**src/rtl/lsu_pkg.sv**
```systemverilog
// lsu_pkg: shared types and helpers for the load/store unit.
//   size_e  : access width encoding as seen on req_size (2'b11 is illegal).
//   state_e : LSU control states.
//   addr_limit(): highest legal start address for a 4-byte RAM access.
package lsu_pkg;

  typedef enum logic [1:0] {
    BYTE = 2'b00,
    HALF = 2'b01,
    WORD = 2'b10
  } size_e;

  typedef enum logic [2:0] {
    IDLE,
    CHECK,
    READ,
    WRITE,
    RESP
  } state_e;

  localparam logic [1:0] SIZE_ILLEGAL = 2'b11;

  // The RAM always touches addr..addr+3. The result is 33 bits wide so that
  // a full 32-bit address can be compared against it without wrapping.
  function automatic logic [32:0] addr_limit(input int unsigned mem_size);
    return 33'(mem_size) - 33'd4;
  endfunction

endpackage

```
**src/rtl/lsu_if.sv**
```systemverilog
// lsu_if: core-side request/response channel of the load/store unit.
//   req_*: request (valid/ready), rsp_*: response (valid/ready).
//   modport master = core (issues requests), modport slave = lsu.
interface lsu_if;

  logic        req_valid;
  logic        req_ready;
  logic        req_we;
  logic [1:0]  req_size;
  logic        req_unsigned;
  logic [31:0] req_addr;
  logic [31:0] req_wdata;

  logic        rsp_valid;
  logic        rsp_ready;
  logic [31:0] rsp_rdata;
  logic        rsp_err;

  modport master (
    output req_valid, req_we, req_size, req_unsigned, req_addr, req_wdata,
    input  req_ready,
    input  rsp_valid, rsp_rdata, rsp_err,
    output rsp_ready
  );

  modport slave (
    input  req_valid, req_we, req_size, req_unsigned, req_addr, req_wdata,
    output req_ready,
    output rsp_valid, rsp_rdata, rsp_err,
    input  rsp_ready
  );

endinterface

```
**src/rtl/lsu_align.sv**
```systemverilog
// lsu_align: load data extraction/extension and sub-word store merge.
// Latency: purely combinational. Backpressure: none (no state).
// Ports: size/uns select width and extension, mem_rdata is the RAM word,
//        wdata the store data; load_data / store_data are the results.
module lsu_align
  import lsu_pkg::*;
(
  input  size_e       size,
  input  logic        uns,
  input  logic [31:0] mem_rdata,
  input  logic [31:0] wdata,
  output logic [31:0] load_data,
  output logic [31:0] store_data
);

  always_comb begin
    load_data  = mem_rdata;
    store_data = wdata;
    case (size)
      BYTE: begin
        load_data  = uns ? {24'd0, mem_rdata[7:0]}
                         : {{24{mem_rdata[7]}}, mem_rdata[7:0]};
        // No byte enables on the RAM: keep the three upper bytes as read.
        store_data = {mem_rdata[31:8], wdata[7:0]};
      end
      HALF: begin
        load_data  = uns ? {16'd0, mem_rdata[15:0]}
                         : {{16{mem_rdata[15]}}, mem_rdata[15:0]};
        store_data = {mem_rdata[31:16], wdata[15:0]};
      end
      default: begin
      end
    endcase
  end

endmodule

```
**src/rtl/lsu.sv**
```systemverilog
// lsu: load/store unit driving a byte-addressed 32-bit RAM with no byte enables.
// Latency from request handshake edge to rsp_valid: load 3, word store 3,
//   sub-word store 4 (read-modify-write), rejected request 2 edges.
// Backpressure: one request outstanding; req_ready only in IDLE, the response
//   is held stable until rsp_ready.
// Ports: clk, rst_n (async, active-low); bus = core request/response channel;
//   mem_addr/mem_we/mem_wdata/mem_rdata = RAM port (combinational read,
//   write on rising edge while mem_we).
module lsu
  import lsu_pkg::*;
#(
  parameter int unsigned MEM_SIZE = 4096
) (
  input  logic        clk,
  input  logic        rst_n,
  lsu_if.slave        bus,
  output logic [31:0] mem_addr,
  output logic        mem_we,
  output logic [31:0] mem_wdata,
  input  logic [31:0] mem_rdata
);

  state_e      state;
  logic        we_q;
  logic [1:0]  size_q;
  logic        uns_q;
  logic [31:0] addr_q;
  logic [31:0] wdata_q;

  // All outputs are registers so nothing on req_* reaches mem_* combinationally.
  logic        req_ready_q;
  logic        rsp_valid_q;
  logic [31:0] rsp_rdata_q;
  logic        rsp_err_q;
  logic [31:0] mem_addr_q;
  logic        mem_we_q;
  logic [31:0] mem_wdata_q;

  logic        bad_req;
  logic        word_store;
  logic [31:0] load_data;
  logic [31:0] store_data;

  assign bad_req    = (size_q == SIZE_ILLEGAL) ||
                      ({1'b0, addr_q} > addr_limit(MEM_SIZE));
  assign word_store = we_q && (size_q == WORD);

  lsu_align u_align (
    .size       (size_e'(size_q)),
    .uns        (uns_q),
    .mem_rdata  (mem_rdata),
    .wdata      (wdata_q),
    .load_data  (load_data),
    .store_data (store_data)
  );

  always_ff @(posedge clk or negedge rst_n) begin
    if (!rst_n) begin
      state       <= IDLE;
      we_q        <= 1'b0;
      size_q      <= 2'b00;
      uns_q       <= 1'b0;
      addr_q      <= 32'd0;
      wdata_q     <= 32'd0;
      req_ready_q <= 1'b1;
      rsp_valid_q <= 1'b0;
      rsp_rdata_q <= 32'd0;
      rsp_err_q   <= 1'b0;
      mem_addr_q  <= 32'd0;
      mem_we_q    <= 1'b0;
      mem_wdata_q <= 32'd0;
    end else begin
      case (state)
        IDLE: begin
          if (bus.req_valid) begin
            we_q        <= bus.req_we;
            size_q      <= bus.req_size;
            uns_q       <= bus.req_unsigned;
            addr_q      <= bus.req_addr;
            wdata_q     <= bus.req_wdata;
            req_ready_q <= 1'b0;
            state       <= CHECK;
          end
        end
        CHECK: begin
          if (bad_req) begin
            // Rejected requests never touch the RAM.
            rsp_err_q   <= 1'b1;
            rsp_rdata_q <= 32'd0;
            rsp_valid_q <= 1'b1;
            state       <= RESP;
          end else if (word_store) begin
            mem_addr_q  <= addr_q;
            mem_we_q    <= 1'b1;
            mem_wdata_q <= wdata_q;
            state       <= WRITE;
          end else begin
            mem_addr_q  <= addr_q;
            state       <= READ;
          end
        end
        READ: begin
          if (we_q) begin
            // Sub-word store: write back the read word with the new low bytes.
            mem_we_q    <= 1'b1;
            mem_wdata_q <= store_data;
            state       <= WRITE;
          end else begin
            mem_addr_q  <= 32'd0;
            rsp_rdata_q <= load_data;
            rsp_err_q   <= 1'b0;
            rsp_valid_q <= 1'b1;
            state       <= RESP;
          end
        end
        WRITE: begin
          mem_addr_q  <= 32'd0;
          mem_we_q    <= 1'b0;
          mem_wdata_q <= 32'd0;
          rsp_rdata_q <= 32'd0;
          rsp_err_q   <= 1'b0;
          rsp_valid_q <= 1'b1;
          state       <= RESP;
        end
        RESP: begin
          if (bus.rsp_ready) begin
            rsp_valid_q <= 1'b0;
            req_ready_q <= 1'b1;
            state       <= IDLE;
          end
        end
        default: begin
          rsp_valid_q <= 1'b0;
          req_ready_q <= 1'b1;
          mem_addr_q  <= 32'd0;
          mem_we_q    <= 1'b0;
          mem_wdata_q <= 32'd0;
          state       <= IDLE;
        end
      endcase
    end
  end

  assign bus.req_ready = req_ready_q;
  assign bus.rsp_valid = rsp_valid_q;
  assign bus.rsp_rdata = rsp_rdata_q;
  assign bus.rsp_err   = rsp_err_q;
  assign mem_addr      = mem_addr_q;
  assign mem_we        = mem_we_q;
  assign mem_wdata     = mem_wdata_q;

endmodule

```
**src/flat_wrapper.sv**
```systemverilog
// flat-port wrapper written by rule: the top's interface ports become plain ports
module lsu_flat import lsu_pkg::*;
#(
  parameter int unsigned MEM_SIZE = 4096
)
  (clk, rst_n, mem_addr, mem_we, mem_wdata, mem_rdata, bus_req_valid, bus_req_we, bus_req_size, bus_req_unsigned, bus_req_addr, bus_req_wdata, bus_req_ready, bus_rsp_valid, bus_rsp_rdata, bus_rsp_err, bus_rsp_ready);
  lsu_if bus_i ();
  input  logic clk;
  input  logic rst_n;
  output logic [31:0] mem_addr;
  output logic mem_we;
  output logic [31:0] mem_wdata;
  input  logic [31:0] mem_rdata;
  input wire logic [$bits(bus_i.req_valid)-1:0] bus_req_valid;
  input wire logic [$bits(bus_i.req_we)-1:0] bus_req_we;
  input wire logic [$bits(bus_i.req_size)-1:0] bus_req_size;
  input wire logic [$bits(bus_i.req_unsigned)-1:0] bus_req_unsigned;
  input wire logic [$bits(bus_i.req_addr)-1:0] bus_req_addr;
  input wire logic [$bits(bus_i.req_wdata)-1:0] bus_req_wdata;
  output wire logic [$bits(bus_i.req_ready)-1:0] bus_req_ready;
  output wire logic [$bits(bus_i.rsp_valid)-1:0] bus_rsp_valid;
  output wire logic [$bits(bus_i.rsp_rdata)-1:0] bus_rsp_rdata;
  output wire logic [$bits(bus_i.rsp_err)-1:0] bus_rsp_err;
  input wire logic [$bits(bus_i.rsp_ready)-1:0] bus_rsp_ready;
  assign bus_i.req_valid = bus_req_valid;
  assign bus_i.req_we = bus_req_we;
  assign bus_i.req_size = bus_req_size;
  assign bus_i.req_unsigned = bus_req_unsigned;
  assign bus_i.req_addr = bus_req_addr;
  assign bus_i.req_wdata = bus_req_wdata;
  assign bus_req_ready = bus_i.req_ready;
  assign bus_rsp_valid = bus_i.rsp_valid;
  assign bus_rsp_rdata = bus_i.rsp_rdata;
  assign bus_rsp_err = bus_i.rsp_err;
  assign bus_i.rsp_ready = bus_rsp_ready;
  lsu #(.MEM_SIZE(MEM_SIZE)) u_core (.clk(clk), .rst_n(rst_n), .bus(bus_i), .mem_addr(mem_addr), .mem_we(mem_we), .mem_wdata(mem_wdata), .mem_rdata(mem_rdata));
endmodule
```
**config.mk**
```make
export PLATFORM = sky130hd
export DESIGN_NAME = lsu_flat
export DESIGN_NICKNAME = d
export VERILOG_FILES = /design/src/rtl/lsu_pkg.sv /design/src/rtl/lsu_if.sv /design/src/rtl/lsu_align.sv /design/src/rtl/lsu.sv /design/src/flat_wrapper.sv
export SDC_FILE = /design/constraint.sdc
export NUM_CORES = 1
export LEC_CHECK = 0
export BUFFER_PORTS_ARGS = -buffer_cell sky130_fd_sc_hd__buf_4
export CORE_MARGIN = 3
export CORE_UTILIZATION = 24
export DETAILED_ROUTE_END_ITERATION = 10
export GPL_TIMING_DRIVEN = 0
export PLACE_DENSITY = 0.43
export SYNTH_ARGS = -nofsm -noshare
export SYNTH_HDL_FRONTEND = slang
export SYNTH_SLANG_ARGS = --single-unit
```
**constraint.sdc**
```tcl
create_clock -name clk -period 6 [get_ports clk]
set_clock_uncertainty 0.15 [all_clocks]
set_input_delay 0.6 -clock clk [delete_from_list [all_inputs] [get_ports clk]]
set_output_delay 0.6 -clock clk [all_outputs]
set_load 0.05 [all_outputs]
```
==> metrics.md <==
| Metric | Value |
|---|---|
| Clock Latency Late Sink | `0.43 ns` |
| Hold Fails Final Rpt | `3` |
| Die Y | `179 um` |
| Fin nets | `863` |
| Failing checks | `negative hold slack` |
| Ports | `204` |
| Max Freq | `358 MHz` |
| Post-route setup TNS | `0 ns` |
| Core Box Area | `29100 um2` |
| Largest net degree at the start of global routing | `87` |
| CP Class | `reg2reg` |
| Gpl congestion | `0.790` |
| Starting Density | `0.247` |
| Min-delay worst type | `in2async` |
| Syn_area_per_cell | `13.4 um2` |
| Cell Int Power | `2730 uW` |
| Vias in the first global route | `5428` |
| TritonCTS clock tree | `done` |
| Main synth FF type | `dfrtp_1` |
| Mux cell area share after synthesis | `0.217` |
| Largest family of logic cells by synthesized area | `multiplexers` |
| Die area | `32000 um2` |
| Post-synth ARST share | `1.00` |
| Final instance area | `9820 um2` |
| Endpoint class of the critical path | `flop` |
| Total congestion overflow | `0` |
| Die width | `179 um` |
| First DRT Iteration DRCs | `201` |
| Rows | `62` |
| Root Buffer | `clkbuf_16` |
| Post-synthesis simple-gate area fraction | `0.0639` |
| Hold Slack | `-0.0102 ns` |
| EDFF count, synth | `0` |
| Post-synthesis adder-cell area fraction | `0` |
| Critical Path RT | `6.17 ns` |
| Clock-pin slew on the worst setup and hold paths | `0.07 ns` |
| Total wire length | `20800 um` |
| Synthesized area | `7180 um2` |
| DRT Pass-1 Iters | `4` |
| Synth Register Bits | `171` |
| Seq/Total Area, Yosys | `0.596` |
| CTS Buf Count | `17` |
| Leakage | `0.00480 uW` |
| Clock Sinks | `171` |
| Relative slew slack | `0.486` |
| CP max FO | `10` |
| Per-cell routed wire length | `18.0 um` |
| Setup repair after global routing missed its margin | `false` |
| Clk buf depth | `2` |
| Max Cap Viol | `0` |
| Synth Area in Compound Gates | `0.0806` |
| Initial antenna violation count | `0` |
| CP Launch Type | `flop` |
| Layout cell share with drive strength beyond 1 | `0.484` |
| Slew Limit Fails | `0` |
| Htree depth | `4` |
| Synth Warn # | `0` |
| Via count | `4953` |
| DRC viols | `0` |
| Vias per cell | `4.28` |
| Post-synthesis xor/xnor area fraction | `0` |
| Psw | `1460 uW` |
| Dpl hpwl | `15500 um` |
| Least-Margin Pin Slew | `0.766 ns` |
| Sequential power share | `0.392` |
| CP arrival | `2.96 ns` |
| Setup-failing EPs final | `0` |
| Fin crit share | `0.465` |
| Layout area overhead | `36.7%` |
| Total GRT Usage | `0.129` |
| Clock share of power | `0.272` |
| Switching share of power | `0.348` |
| Final ANT Viol Nets | `0` |
| Synth cell types | `33` |
| Placed insts | `1124` |
| Resized cells post-CTS | `0` |
| First-pass GRT wire length | `31300 um` |
| Ant diodes | `0` |
| Gate power share | `0.336` |
| Dpl cell area | `9220 um2` |
| Pwr/cell area | `426 nW/um2` |
| Post-Layout Cell Count | `1156` |
| Buffers on Ports | `203` |
| CTS Hold Buffers Added | `0` |
| Syn_nets | `640` |
| Mapped Cells | `536` |
| Max VDD drop | `0.198 mV` |
| Status | `finished, violations left` |
| Post-CTS setup repair buffer count | `0` |
| Final min period | `2.79 ns` |
==> layer usage <==
layer	global-route usage	part of all wire	vias to the layer above	routed length, um
met5	0	0	-	0
met4	0.0380	0.013	0	266
met3	0.0356	0.071	16	1480
met2	0.209	0.47	147	9730
met1	0.169	0.45	2472	9300
li1	-	-	2318	-
==> worst paths after layout <==
path | start | endpoint | slack (ns) | cells after the start
min in group clk | bus_req_addr[11] | u_core.addr_q[11] | 0.25 | 2
max reg2reg | u_core.addr_q[31] | u_core.mem_addr[11] | 3.21 | 6
max | u_core.addr_q[31] | u_core.mem_addr[11] | 3.21 | 6
min reg2reg | u_core.bus.req_ready | u_core.bus.req_ready | 0.34 | 2
max in group asynchronous | rst_n | u_core.bus.req_ready | 4.80 | 2
min | rst_n | u_core.mem_wdata[9] | -0.01 | 1
==> cell families after synthesis <==
group | count (synthesis)
AO/OA/AOI/OAI | 76
buffers and inverters | 73
flip-flops | 171
multiplexers | 134
AND/OR/NAND/NOR | 82
==> worst max-delay path, stage by stage, from the launching register on <==
cell      delay [ns]
dfrtp_1         0.38
nor4_1          0.36
nand2_1         0.17
nor4_4          0.58
o21ai_0         0.45
clkbuf_1        0.33
a21bo_2         0.27
==> stage by stage <==
| step | worst slack (ns) | util | power [uW] |
|---|---|---|---|
| global placement | 3.13 | 0.316 | 3050 |
| detailed placement | 3.07 | 0.317 | 3110 |
| finish | 3.21 | 0.338 | 4180 |
| floorplan | 3.73 | - | 2630 |
| global route | 2.92 | 0.338 | 4430 |
| CTS | 3.05 | 0.338 | 4270 |
==> flip-flops by register name (all words and copies together), names as in the netlist <==
name	count
u_core.mem_wdata	32
u_core.addr_q	32
u_core.state	3
u_core.bus.req_ready	1
u_core.bus.rsp_valid	1
u_core.wdata_q	32
u_core.bus.rsp_rdata	32
u_core.uns_q	1
u_core.bus.rsp_err	1
u_core.size_q	2
u_core.mem_addr	32
u_core.mem_we	1
u_core.we_q	1
==> final cells by class <==
cell class	count	area [um2]
Fill cell	2924	19300
Sequential cell	171	4280
Multi-Input combinational cell	292	2590
Timing Repair Buffer	204	1560
Tap cell	384	480
Clock buffer	18	439
Inverter	43	161
Clock inverter	14	160
Buffer	30	148
==> synthesized netlist by cell type (7+ instances only) <==
cell type  count  area (um2)
mux2_2        88         991
mux2_4        21         315
and2_1        21         131
nand4_1       14        87.6
clkbuf_1      19        71.3
a21bo_2       12         120
a21oi_1       27         135
mux2i_1       25         250
buf_2          7        35.0
a22o_1        25         219
nor2_1         9        33.8
dfrtp_1      170        4250
inv_1         43         161
nand2_1       23        86.3
==> power groups by stage <==
stage / clock [uW] / combinational, uW / sequential, uW
6_report: 1140 / 1410 / 1640
5_1_grt: 1220 / 1530 / 1680
4_1_cts: 1180 / 1440 / 1640
3_5_place_dp: 0 / 1440 / 1670
3_3_place_gp: 0 / 1400 / 1650
2_1_floorplan: 0 / 822 / 1810
==> cell usage in the layout, fill, tap and decap left out, drive strengths merged, types with 2 or more instances in the layout <==
| cell type | count |
|---|---|
| nor4 | 6 |
| a21oi | 27 |
| mux2i | 25 |
| bufinv | 2 |
| clkbuf | 37 |
| dfrtp | 170 |
| nor3 | 4 |
| o22ai | 2 |
| a21o | 3 |
| a22o | 25 |
| nor2 | 9 |
| clkinvlp | 3 |
| mux2 | 109 |
| clkinv | 5 |
| buf | 215 |
| o21ai | 4 |
| nand2 | 23 |
| inv | 47 |
| and2 | 21 |
| a21bo | 12 |
| nand4 | 14 |
Note: power is estimated with default switching activity, not from simulation.
